**src/rtl/sram_pkg.sv**
```systemverilog
// ---------------------------------------------------------------------------
// sram_pkg
//   Shared defaults and operation encoding for the teaching-datapath SRAM.
//   The strobe-qualified control inputs (LDAR, RW) are collapsed into one
//   op code so the top-level registers each only test a single value.
// ---------------------------------------------------------------------------
package sram_pkg;

  localparam int DATA_W_DEF = 8;
  localparam int ADDR_W_DEF = 2;

  typedef enum logic [1:0] {
    OP_NONE  = 2'd0,
    OP_LDAR  = 2'd1,
    OP_WRITE = 2'd2,
    OP_READ  = 2'd3
  } op_e;

  // LDAR has priority over RW; nothing happens without a synchronised rise.
  function automatic op_e decode_op(input logic rise, input logic ldar,
                                    input logic rw);
    op_e op;
    op = OP_NONE;
    if (rise) begin
      if (ldar)     op = OP_LDAR;
      else if (rw)  op = OP_READ;
      else          op = OP_WRITE;
    end
    return op;
  endfunction

endpackage

```
**src/rtl/sram_strobe_sync.sv**
```systemverilog
// ---------------------------------------------------------------------------
// sram_strobe_sync
//   Brings the asynchronous 'okay' strobe into the clk domain with a 2-flop
//   synchroniser and produces a one-cycle pulse on its rising edge.
//   Ports:
//     clk   in  system clock, rising edge
//     rst   in  asynchronous reset, active-high (clears all three flops)
//     okay  in  asynchronous operation strobe
//     rise  out one-cycle pulse, high in the cycle after okay reaches s2
// ---------------------------------------------------------------------------
module sram_strobe_sync (
  input  logic clk,
  input  logic rst,
  input  logic okay,
  output logic rise
);

  logic r_s1;
  logic r_s2;
  logic r_s3;

  // r_s1/r_s2 form the metastability guard; r_s3 remembers the previous
  // synchronised level so a held-high strobe yields a single pulse.
  always_ff @(posedge clk or posedge rst) begin
    if (rst) begin
      r_s1 <= 1'b0;
      r_s2 <= 1'b0;
      r_s3 <= 1'b0;
    end else begin
      r_s1 <= okay;
      r_s2 <= r_s1;
      r_s3 <= r_s2;
    end
  end

  assign rise = r_s2 & ~r_s3;

endmodule

```
**src/rtl/sram.sv**
```systemverilog
// ---------------------------------------------------------------------------
// sram
//   2**ADDR_W x DATA_W static storage with an address register (AR).
//   Each synchronised rising edge of 'okay' commits exactly one operation:
//     LDAR=1        : AR <= address
//     LDAR=0, RW=0  : mem[AR] <= datain
//     LDAR=0, RW=1  : dataout <= mem[AR]
//   The operation lands on the 3rd rising clk edge after okay goes high.
//   Ports:
//     clk      in  system clock, rising edge
//     rst      in  asynchronous reset, active-high
//     dataout  out registered read data (holds last read value)
//     datain   in  write data
//     address  in  value loaded into AR
//     RW       in  0 = write, 1 = read
//     okay     in  asynchronous operation strobe (acts on its rising edge)
//     LDAR     in  1 = load AR, 0 = memory access
//   Build option:
//     SRAM_RESET_CLEAR_EN  defined   -> rst also clears every word to 0
//                          undefined -> array has no reset (maps to RAM)
// ---------------------------------------------------------------------------
module sram
  import sram_pkg::*;
#(
  parameter int DATA_W = DATA_W_DEF,
  parameter int ADDR_W = ADDR_W_DEF
) (
  input  logic              clk,
  input  logic              rst,
  output logic [DATA_W-1:0] dataout,
  input  logic [DATA_W-1:0] datain,
  input  logic [ADDR_W-1:0] address,
  input  logic              RW,
  input  logic              okay,
  input  logic              LDAR
);

  localparam int DEPTH = 1 << ADDR_W;

  logic              w_rise;
  op_e               w_op;
  logic [ADDR_W-1:0] r_ar;
  logic [DATA_W-1:0] r_dataout;
  logic [DATA_W-1:0] r_mem [DEPTH];

  sram_strobe_sync u_sync (
    .clk  (clk),
    .rst  (rst),
    .okay (okay),
    .rise (w_rise)
  );

  assign w_op = decode_op(w_rise, LDAR, RW);

  // Address register: changes only on an explicit load, never wraps.
  always_ff @(posedge clk or posedge rst) begin
    if (rst) begin
      r_ar <= '0;
    end else if (w_op == OP_LDAR) begin
      r_ar <= address;
    end
  end

`ifdef SRAM_RESET_CLEAR_EN
  always_ff @(posedge clk or posedge rst) begin
    if (rst) begin
      for (int i = 0; i < DEPTH; i++) begin
        r_mem[i] <= '0;
      end
    end else if (w_op == OP_WRITE) begin
      r_mem[r_ar] <= datain;
    end
  end
`else
  // No reset on the array so it can be mapped onto a RAM primitive.
  always_ff @(posedge clk) begin
    if (w_op == OP_WRITE) begin
      r_mem[r_ar] <= datain;
    end
  end
`endif

  // Read data register: only a read updates it, so it holds indefinitely.
  always_ff @(posedge clk or posedge rst) begin
    if (rst) begin
      r_dataout <= '0;
    end else if (w_op == OP_READ) begin
      r_dataout <= r_mem[r_ar];
    end
  end

  assign dataout = r_dataout;

endmodule

```
**config.mk**
```make
export PLATFORM = sky130hd
export DESIGN_NAME = sram
export DESIGN_NICKNAME = d
export VERILOG_FILES = /design/src/rtl/sram_pkg.sv /design/src/rtl/sram_strobe_sync.sv /design/src/rtl/sram.sv
export SDC_FILE = /design/constraint.sdc
export NUM_CORES = 1
export LEC_CHECK = 0
export CORE_AREA = 5 5 66 68
export DETAILED_ROUTE_END_ITERATION = 7
export DIE_AREA = 0 0 71 73
export HOLD_SLACK_MARGIN = 0.05
export PLACE_DENSITY = 0.72
export SLEW_MARGIN = 40
export SYNTH_ARGS = -nofsm -noshare
export SYNTH_HDL_FRONTEND = slang
export SYNTH_HIERARCHICAL = 1
export SYNTH_SLANG_ARGS = --single-unit
```
**constraint.sdc**
```tcl
create_clock -name clk -period 1.9 [get_ports clk]
set_input_delay 0.57 -clock clk [delete_from_list [all_inputs] [get_ports clk]]
set_output_delay 0.57 -clock clk [all_outputs]
set_load 0.01 [all_outputs]
```
==> results of run 1 <==
## worst max-delay path, delay by kind of cell
family,cells,cell delay (ns)
simple gates,2,0.61
buf+inv,2,0.67
## synth_stat cells
cell and number:
mux2_4 6, buf_2 1, nand2_1 1, mux4_2 6
buf_6 1, or3b_2 1, and3b_1 1, edfxtp_1 32
nor3_1 4, inv_1 4, nor2b_4 1, mux4_1 2
mux2_2 4, dfrtp_1 13, clkbuf_1 1
## power groups by stage
| stage | Sequential (W) | Combinational (W) | Clock [W] |
|---|---|---|---|
| floorplan | 0.00122 | 0.000195 | 0 |
| global placement | 0.00123 | 0.000370 | 0 |
| detailed placement | 0.00123 | 0.000374 | 0 |
| CTS | 0.00121 | 0.000377 | 0.000581 |
| global route | 0.00123 | 0.000397 | 0.000625 |
| finish | 0.00121 | 0.000372 | 0.000558 |
## sequential cells by signal (all words and copies together), names as in the netlist
signal       flops
dataout          8
u_sync/r_s3      1
r_mem           32
r_ar             2
u_sync/r_s2      1
u_sync/r_s1      1
## kinds of logic after synthesis
kind of cell           count (synthesis)  share of synthesized area, %
buffers and inverters                  7                          2.06
flip-flops                            45                          75.7
multiplexers                          18                          19.0
AND/OR/NAND/NOR                        8                          3.24
## path summary, 6_finish.rpt
kind	startpoint	endpoint	slack [ns]	depth (start not counted)
max reg2reg	r_ar[0]	dataout[7]	0.16	2
min in group asynchronous	rst	u_sync/r_s3	0.48	2
min reg2reg	u_sync/r_s1	u_sync/r_s2	0.37	0
min	u_sync/r_s1	u_sync/r_s2	0.37	0
max	LDAR	r_mem[3][5]	0.04	4
max in group asynchronous	rst	dataout[4]	1.04	2
## layer usage
metal | track usage (%) | part of all wire [%] | up-vias
met4 | 5.85 | 2.8 | 0
li1 | - | - | 367
met1 | 15.3 | 43 | 384
met3 | 4.55 | 5.0 | 9
met2 | 18.9 | 49 | 20
met5 | 0 | 0 | -
## metrics by stage
step                      total power, W  hold WS, ns  utilization (%)  area, µm²
final                            0.00214        0.371             55.7       2110
after global routing             0.00225        0.388             55.7       2110
after CTS                        0.00217        0.377             55.7       2110
after detailed placement         0.00161        0.358             53.2       2020
after global placement           0.00160        0.344             53.2       2020
after floorplan                  0.00142        0.324                -       1700
## final cells by class
class                      count  share of cell area, %
tap                           50                   2.96
timing repair buffer          28                   13.1
inverter                       4                  0.710
multi-input combinational     26                   18.2
clock inverter                 2                  0.710
sequential                    45                   60.8
clock buffer                   6                   3.43
==> flow_summary_export.csv, run 1 <==
group,metric,value,unit
run_status,status,"complete, no violations",
pwr,irDropWorstVdd,0.000523,V
sta,grt_setup_unrepaired,"no",
clock_tree,hold_buffers,0,
pwr,p_comb_share,17.4,%
detailed_routing,drc,0,
sta,max_slew.worst_pin.slew,0.595,ns
clock_tree,cts_setup_buffers,0,
yosys,synth_top_area_share,56.6,%
worst_setup_path,worstPathRequired,1.90,ns
yosys,synth_area_per_cell,21.8,µm²
worst_setup_path,path_class,"input pin to register",
pwr,p_switching,0.000488,W
clock_tree,cts_root_buf,"clkbuf_8",
worst_setup_path,cpMaxStageDelayCell,"clkdlybuf4s50_1",
cells_and_area,area_growth,24.4,%
floorplanning,die_y,73,µm
yosys,ys_warn_count,6,
place,place_inst,153,
worst_hold_path,hp-class,"register to register",
sta,timing.final.ws_setup,0.0404,ns
place,routabilityCongestion,0.788,
clock_tree,numClockSinks,45,
cells_and_area,fin_cells,161,
place,dpl.hpwl,2030,µm
sta,hold_viol_final,0,
cells_and_area,diodes,0,
worst_setup_path,critical_path_arrival,1.86,ns
cells_and_area,final_cell_mix,"edfxtp_1 (32), clkdlybuf4s50_1 (22), dfrtp_1 (13)",
cells_and_area,multi_input_area,385,µm²
grt,grt_start_max_net_pins,15,
pwr,power.density,1010,nW/µm²
place,pre_cts_slack,-0.408,ns
floorplanning,start_util,44.7,%
sta,maxSlewViolCount,0,
sta,tns,0,ns
grt,grt_pass1_wl,4580,µm
cells_and_area,final_common_cell,"edfxtp_1",
cells_and_area,n_fill_cell,301,
grt,antenna_found_initial,0,
clock_tree,h-tree-depth,2,
floorplanning,placeableCoreArea,3800,µm²
cells_and_area,nets,125,
clock_tree,clk_pin_slew,0.08,ns
worst_setup_path,cp-start-kind,"input pin",
detailed_routing,postRouteWirelength,2760,µm
pwr,power.leakage,0.761,nW
detailed_routing,route.detailed.wl_per_inst,17.2,µm
yosys,syn_inst,78,
worst_setup_path,critPathCaptureType,"register",
worst_setup_path,max_stage_delay,0.46,ns
sta,fmax,538,MHz
grt,track_usage,12.2,%
detailed_routing,avgViaCountPerCell,4.84,
sta,worst_slew_margin_rel,60.4,%
worst_setup_path,path_max_fanout,8,
detailed_routing,via_count,780,
sta,finalCriticalPeriod,1.86,ns
clock_tree,cts_buffer_depth,2,
floorplanning,die_w,71,µm
floorplanning,die_area,5180,µm²
flow_run,max_cap_viol_count,0,
sta,setup_viol,0,
pwr,switching_share,22.8,%
sta,final.period_utilization,97.9,%
clock_tree,cts_tree,"done",
pwr,p_clk_share,26.1,%
yosys,synthesis.nets,93,
clock_tree,numCtsBuffers,5,
place,io_buffers,22,
yosys,synth_area_leaders,"edfxtp_1 (57%), dfrtp_1 (19%), mux4_2 (8.0%)",
cells_and_area,seqCellArea,1290,µm²
grt,grt-ovfl-total,0,
detailed_routing,drtAntennaViolNets,0,
worst_setup_path,crit_chain,"clkdlybuf4s50_1, or3b_4, nor3_1, buf_4",
pwr,pwr-share-seq,56.6,%
floorplanning,num_rows,23,
yosys,yosysSeqAreaShare,75.7,%
detailed_routing,drtPass1Iterations,4,
yosys,synth_top_area_cell,"edfxtp_1",
yosys,ys_ff_latch,45,
pwr,internal-power,0.00165,W
clock_tree,cts-resized-gates,2,
cells_and_area,layout-drive-gt1-share,28.8,%
yosys,yosysUniqueCellTypes,15,
clock_tree,worstSkewPairLatency,0.29,ns
sta,finClkSkew,0.00458,ns
floorplanning,io_pins,23,
yosys,syn-cell-area,1700,µm²
detailed_routing,drtIter0Drc,62,
grt,grt_pass1_vias,891,
Note: power is estimated with default switching activity, not from simulation.
==> run 2, diff against run 1 <==
- CORE_AREA: 5 5 66 68 -> 5 5 61 63
- DIE_AREA: 0 0 71 73 -> 0 0 66 68
- PLACE_DENSITY: 0.72 -> 0.8
- clock period: 1.9 -> 2.34 ns (I/O delays scaled with it)
==> flow_summary_export.csv, run 2 (synthesis results as in run 1) <==
group,metric,value,unit
detailed_routing,avgViaCountPerCell,5.10,
floorplanning,die_area,4490,µm²
cells_and_area,layout-drive-gt1-share,27.3,%
cells_and_area,final_common_cell,"edfxtp_1",
worst_setup_path,critPathCaptureType,"register",
sta,maxSlewViolCount,0,
sta,fmax,500,MHz
grt,antenna_found_initial,0,
floorplanning,num_rows,21,
detailed_routing,drtPass1Iterations,4,
grt,grt-ovfl-total,0,
floorplanning,die_w,66,µm
detailed_routing,postRouteWirelength,2760,µm
sta,hold_viol_final,0,
detailed_routing,route.detailed.wl_per_inst,17.7,µm
cells_and_area,final_cell_area,2070,µm²
clock_tree,cts-resized-gates,0,
place,routabilityCongestion,0.709,
flow_run,max_cap_viol_count,0,
cells_and_area,reg_top3,"r_mem x32, dataout x8, r_ar x2",
clock_tree,cts_root_buf,"clkbuf_4",
clock_tree,cts_buffer_depth,2,
sta,final.period_utilization,85.5,%
pwr,power,0.00173,W
worst_hold_path,hp-class,"register to register",
clock_tree,numClockSinks,45,
grt,grt_pass1_vias,860,
detailed_routing,drc,0,
floorplanning,placeableCoreArea,3180,µm²
detailed_routing,drtAntennaViolNets,0,
clock_tree,hold_buffers,0,
sta,whs,0.375,ns
grt,track_usage,14.8,%
worst_setup_path,path_class,"input pin to register",
pwr,power.leakage,0.755,nW
cells_and_area,area_growth,21.9,%
cells_and_area,top_register,"r_mem",
cells_and_area,diodes,0,
cells_and_area,largest_reg_flops,32,
sta,max_slew.worst_pin.slew,0.611,ns
worst_setup_path,critical_path_arrival,2.06,ns
clock_tree,worstSkewPairLatency,0.35,ns
run_status,status,"complete, no violations",
pwr,irDropWorstVdd,0.000585,V
detailed_routing,via_count,796,
floorplanning,start_util,53.4,%
clock_tree,clk_pin_slew,0.12,ns
sta,finalCriticalPeriod,2.00,ns
cells_and_area,final_cell_mix,"edfxtp_1 (32), clkdlybuf4s50_1 (22), dfrtp_1 (13)",
worst_setup_path,path_max_fanout,8,
floorplanning,die_y,68,µm
grt,grt_pass1_wl,4420,µm
sta,setup_viol,0,
place,dpl.hpwl,2010,µm
clock_tree,h-tree-depth,2,
pwr,power.density,837,nW/µm²
place,io_buffers,22,
place,placed_area,1990,µm²
clock_tree,cts_tree,"done",
clock_tree,cts_setup_buffers,0,
sta,worst_slew_margin_rel,59.3,%
clock_tree,numCtsBuffers,5,
worst_setup_path,worstPathRequired,2.40,ns
floorplanning,io_pins,23,
detailed_routing,drtIter0Drc,17,
sta,grt_setup_unrepaired,"no",
cells_and_area,nets,124,
sta,finClkSkew,0.0109,ns
sta,tns,0,ns
worst_setup_path,cp-start-kind,"input pin",
grt,grt_start_max_net_pins,15,
-- run 2: cell count changes in the layout (fill, tap and decap cells not counted), sizes merged --
| cell | change |
|---|---|
| clkinvlp | -2 |
| clkinv | +1 |
| bufinv | +1 |
| buf | -1 |
-- run 2: path summary, 6_finish.rpt --
kind / cells after the start / end / from / slack, ns
setup / recovery: 4 / r_mem[1][4] / LDAR / 0.34
hold / removal: 0 / u_sync/r_s2 / u_sync/r_s1 / 0.37
setup reg to reg: 2 / dataout[0] / r_ar[0] / 0.59
hold reg to reg: 0 / u_sync/r_s2 / u_sync/r_s1 / 0.37
max in group asynchronous: 2 / dataout[4] / rst / 1.39
min in group asynchronous: 2 / u_sync/r_s3 / rst / 0.55
-- run 2: layout make-up --
cell class	count	area, µm²
Clock inverter	2	35.0
Sequential cell	45	1290
Clock buffer	6	41.3
Fill cell	235	1110
Tap cell	46	57.6
Multi-Input combinational cell	26	378
Timing Repair Buffer	27	258
Inverter	4	15.0
-- run 2: metrics by stage --
stage / instances / setup WS, ns / util (%)
after floorplan: 78 / 0.146 / -
after global placement: 148 / 0.0345 / 62.7
after detailed placement: 148 / -0.0206 / 62.7
after CTS: 156 / 0.317 / 65.1
after global routing: 156 / 0.282 / 65.1
final: 156 / 0.340 / 65.1
-- run 2: where the power goes --
group / total (W) / internal [W] / switching (W)
Combinational: 0.000302 / 0.000210 / 0.0000915
Clock: 0.000450 / 0.000224 / 0.000226
Sequential: 0.000982 / 0.000919 / 0.0000628
Total: 0.00173 / 0.00135 / 0.000380
-- run 2: worst max-delay path, stage by stage --
cell and delay (ns):
clkdlybuf4s50_1 0.43, or3b_2 0.53, nor3_1 0.17, buf_4 0.22
-- run 2: layer usage --
layer  GRT usage [%]  part of all wire, %  vias up
li1                -                    -      366
met1            15.9                   39      401
met2            24.5                   53       21
met3            6.08                  5.3        8
met4            9.14                  2.2        0
met5               0                    0        -
==> run 3, diff against run 2 <==
- CORE_AREA: 5 5 61 63 -> 5 5 79 81
- DIE_AREA: 0 0 66 68 -> 0 0 84 86
- PLACE_DENSITY: 0.8 -> not set
==> flow_summary_export.csv, run 3 (synthesis results as in run 1) <==
group,metric,value,unit
run_status,status,"complete, no violations",
clock_tree,numCtsBuffers,5,
grt,track_usage,8.11,%
detailed_routing,via_count,744,
floorplanning,die_area,7220,µm²
worst_setup_path,r2r_cells,2,
grt,antenna_found_initial,0,
detailed_routing,avgViaCountPerCell,4.09,
floorplanning,die_w,84,µm
clock_tree,cts_buffer_depth,2,
cells_and_area,n_fill_cell,505,
cells_and_area,diodes,0,
worst_hold_path,hp-class,"register to register",
cells_and_area,final_cell_mix,"edfxtp_1 (32), clkdlybuf4s50_1 (22), dfrtp_1 (13)",
sta,setup_viol,0,
cells_and_area,nets,124,
cells_and_area,reg_top3,"r_mem x32, dataout x8, r_ar x2",
pwr,p_clk_share,31.4,%
grt,met1_usage,10.5,%
grt,grt-ovfl-total,0,
floorplanning,placeableCoreArea,5410,µm²
pwr,internal-power,0.00145,W
grt,grt_util_met3,3.55,%
detailed_routing,route.detailed.wl_per_inst,14.6,µm
sta,hold_viol_final,0,
grt,grt_pass1_vias,823,
worst_setup_path,reg2reg_slack,0.60,ns
pwr,power.density,870,nW/µm²
worst_setup_path,reg2reg_from,"r_ar[0]",
pwr,power,0.00186,W
sta,fmax,491,MHz
clock_tree,cts-resized-gates,0,
detailed_routing,postRouteWirelength,2660,µm
pwr,power.leakage,0.771,nW
worst_hold_path,hold_depth,0,
cells_and_area,final_common_cell,"edfxtp_1",
pwr,pwr-share-seq,52.7,%
place,io_buffers,22,
clock_tree,cts_root_buf,"clkbuf_8",
cells_and_area,top_register,"r_mem",
detailed_routing,drtIter0Drc,24,
worst_setup_path,worstPathRequired,2.35,ns
worst_setup_path,critPathCaptureType,"register",
clock_tree,h-tree-depth,2,
worst_setup_path,path_class,"input pin to register",
cells_and_area,area_growth,26.1,%
pwr,p_comb_share,16.0,%
clock_tree,clk_pin_slew,0.09,ns
floorplanning,io_pins,23,
grt,top_usage_layer,"met2",
sta,maxSlewViolCount,0,
grt,grt_pass1_wl,4420,µm
sta,max_slew.worst_pin.slew,0.583,ns
sta,timing.final.ws_setup,0.302,ns
grt,grt_start_max_net_pins,17,
clock_tree,hold_buffers,0,
detailed_routing,drtPass1Iterations,4,
sta,finalCriticalPeriod,2.04,ns
sta,final.period_utilization,87.1,%
worst_setup_path,reg2reg_to,"dataout[7]",
pwr,irDropWorstVdd,0.000411,V
flow_run,max_cap_viol_count,0,
cells_and_area,layout-drive-gt1-share,28.2,%
pwr,p_switching,0.000410,W
detailed_routing,drtAntennaViolNets,0,
worst_setup_path,cp-start-kind,"input pin",
worst_setup_path,critical_path_arrival,2.05,ns
clock_tree,worstSkewPairLatency,0.29,ns
place,dpl.hpwl,2030,µm
clock_tree,numClockSinks,45,
worst_hold_path,min_to,"u_sync/r_s2",
pwr,switching_share,22.0,%
grt,grtUsageMet2,12.1,%
place,pre_cts_slack,-0.0123,ns
floorplanning,die_y,86,µm
place,routabilityCongestion,0.737,
floorplanning,num_rows,27,
clock_tree,cts_tree,"done",
sta,worst_slew_margin_rel,61.1,%
clock_tree,cts_setup_buffers,0,
detailed_routing,drc,0,
sta,grt_setup_unrepaired,"no",
cells_and_area,largest_reg_flops,32,
floorplanning,start_util,31.4,%
sta,finClkSkew,0.0133,ns
worst_setup_path,path_max_fanout,8,
worst_hold_path,hp-start,"u_sync/r_s1",
-- run 3: cell types whose count changed in the layout (fill, tap and decap cells not counted), sizes merged --
cell / change
inv: +2
clkbuf: -1
clkinv: -1
-- run 3: metal layers --
metal | up-vias | wire (µm)
met5 | - | 0
met4 | 0 | 21
met3 | 2 | 137
met2 | 15 | 1240
met1 | 363 | 1260
li1 | 364 | -
-- run 3: cell type report --
cell class	instances	area [µm²]	area share [%]
sequential	45	1290	60.0
multi-input combinational	26	378	17.6
timing repair buffer	27	258	12.0
tap	72	90.1	4.20
clock buffer	5	68.8	3.21
clock inverter	3	47.5	2.22
inverter	4	15.0	0.701
-- run 3: metrics by stage --
| stage | utilization (%) | hold WS [ns] | area, µm² | instances | TNS, ns |
|---|---|---|---|---|---|
| 2_1_floorplan | - | 0.331 | 1700 | 78 | 0 |
| 3_3_place_gp | 37.5 | 0.345 | 2030 | 174 | 0 |
| 3_5_place_dp | 37.5 | 0.341 | 2030 | 174 | -0.0960 |
| 4_1_cts | 39.7 | 0.369 | 2140 | 182 | 0 |
| 5_1_grt | 39.7 | 0.372 | 2140 | 182 | 0 |
| 6_report | 39.7 | 0.365 | 2140 | 182 | 0 |
-- run 3: power groups by stage --
stage               clock network [W]  logic (W)  registers [W]
finish                       0.000585   0.000298       0.000982
global placement                    0   0.000302        0.00100
CTS                          0.000608   0.000304       0.000984
detailed placement                  0   0.000306        0.00100
global route                 0.000650   0.000315       0.000993
floorplan                           0   0.000159       0.000992
-- run 3: worst max path at each step --
stage / start / to / slack [ns] / cells after the start
2_1_floorplan: LDAR / r_mem[0][0] / 0.15 / 2
3_3_place_gp: LDAR / r_mem[2][5] / 0.02 / 4
3_5_place_dp: LDAR / r_mem[2][6] / -0.01 / 4
4_1_cts: LDAR / r_mem[2][6] / 0.32 / 4
5_1_grt: LDAR / r_mem[1][3] / 0.25 / 4
6_report: LDAR / r_mem[2][6] / 0.30 / 4
-- run 3: critical path, cell delays in order --
cell,delay [ns]
clkdlybuf4s50_1,0.43
or3b_2,0.53
nor3_1,0.17
buf_4,0.21
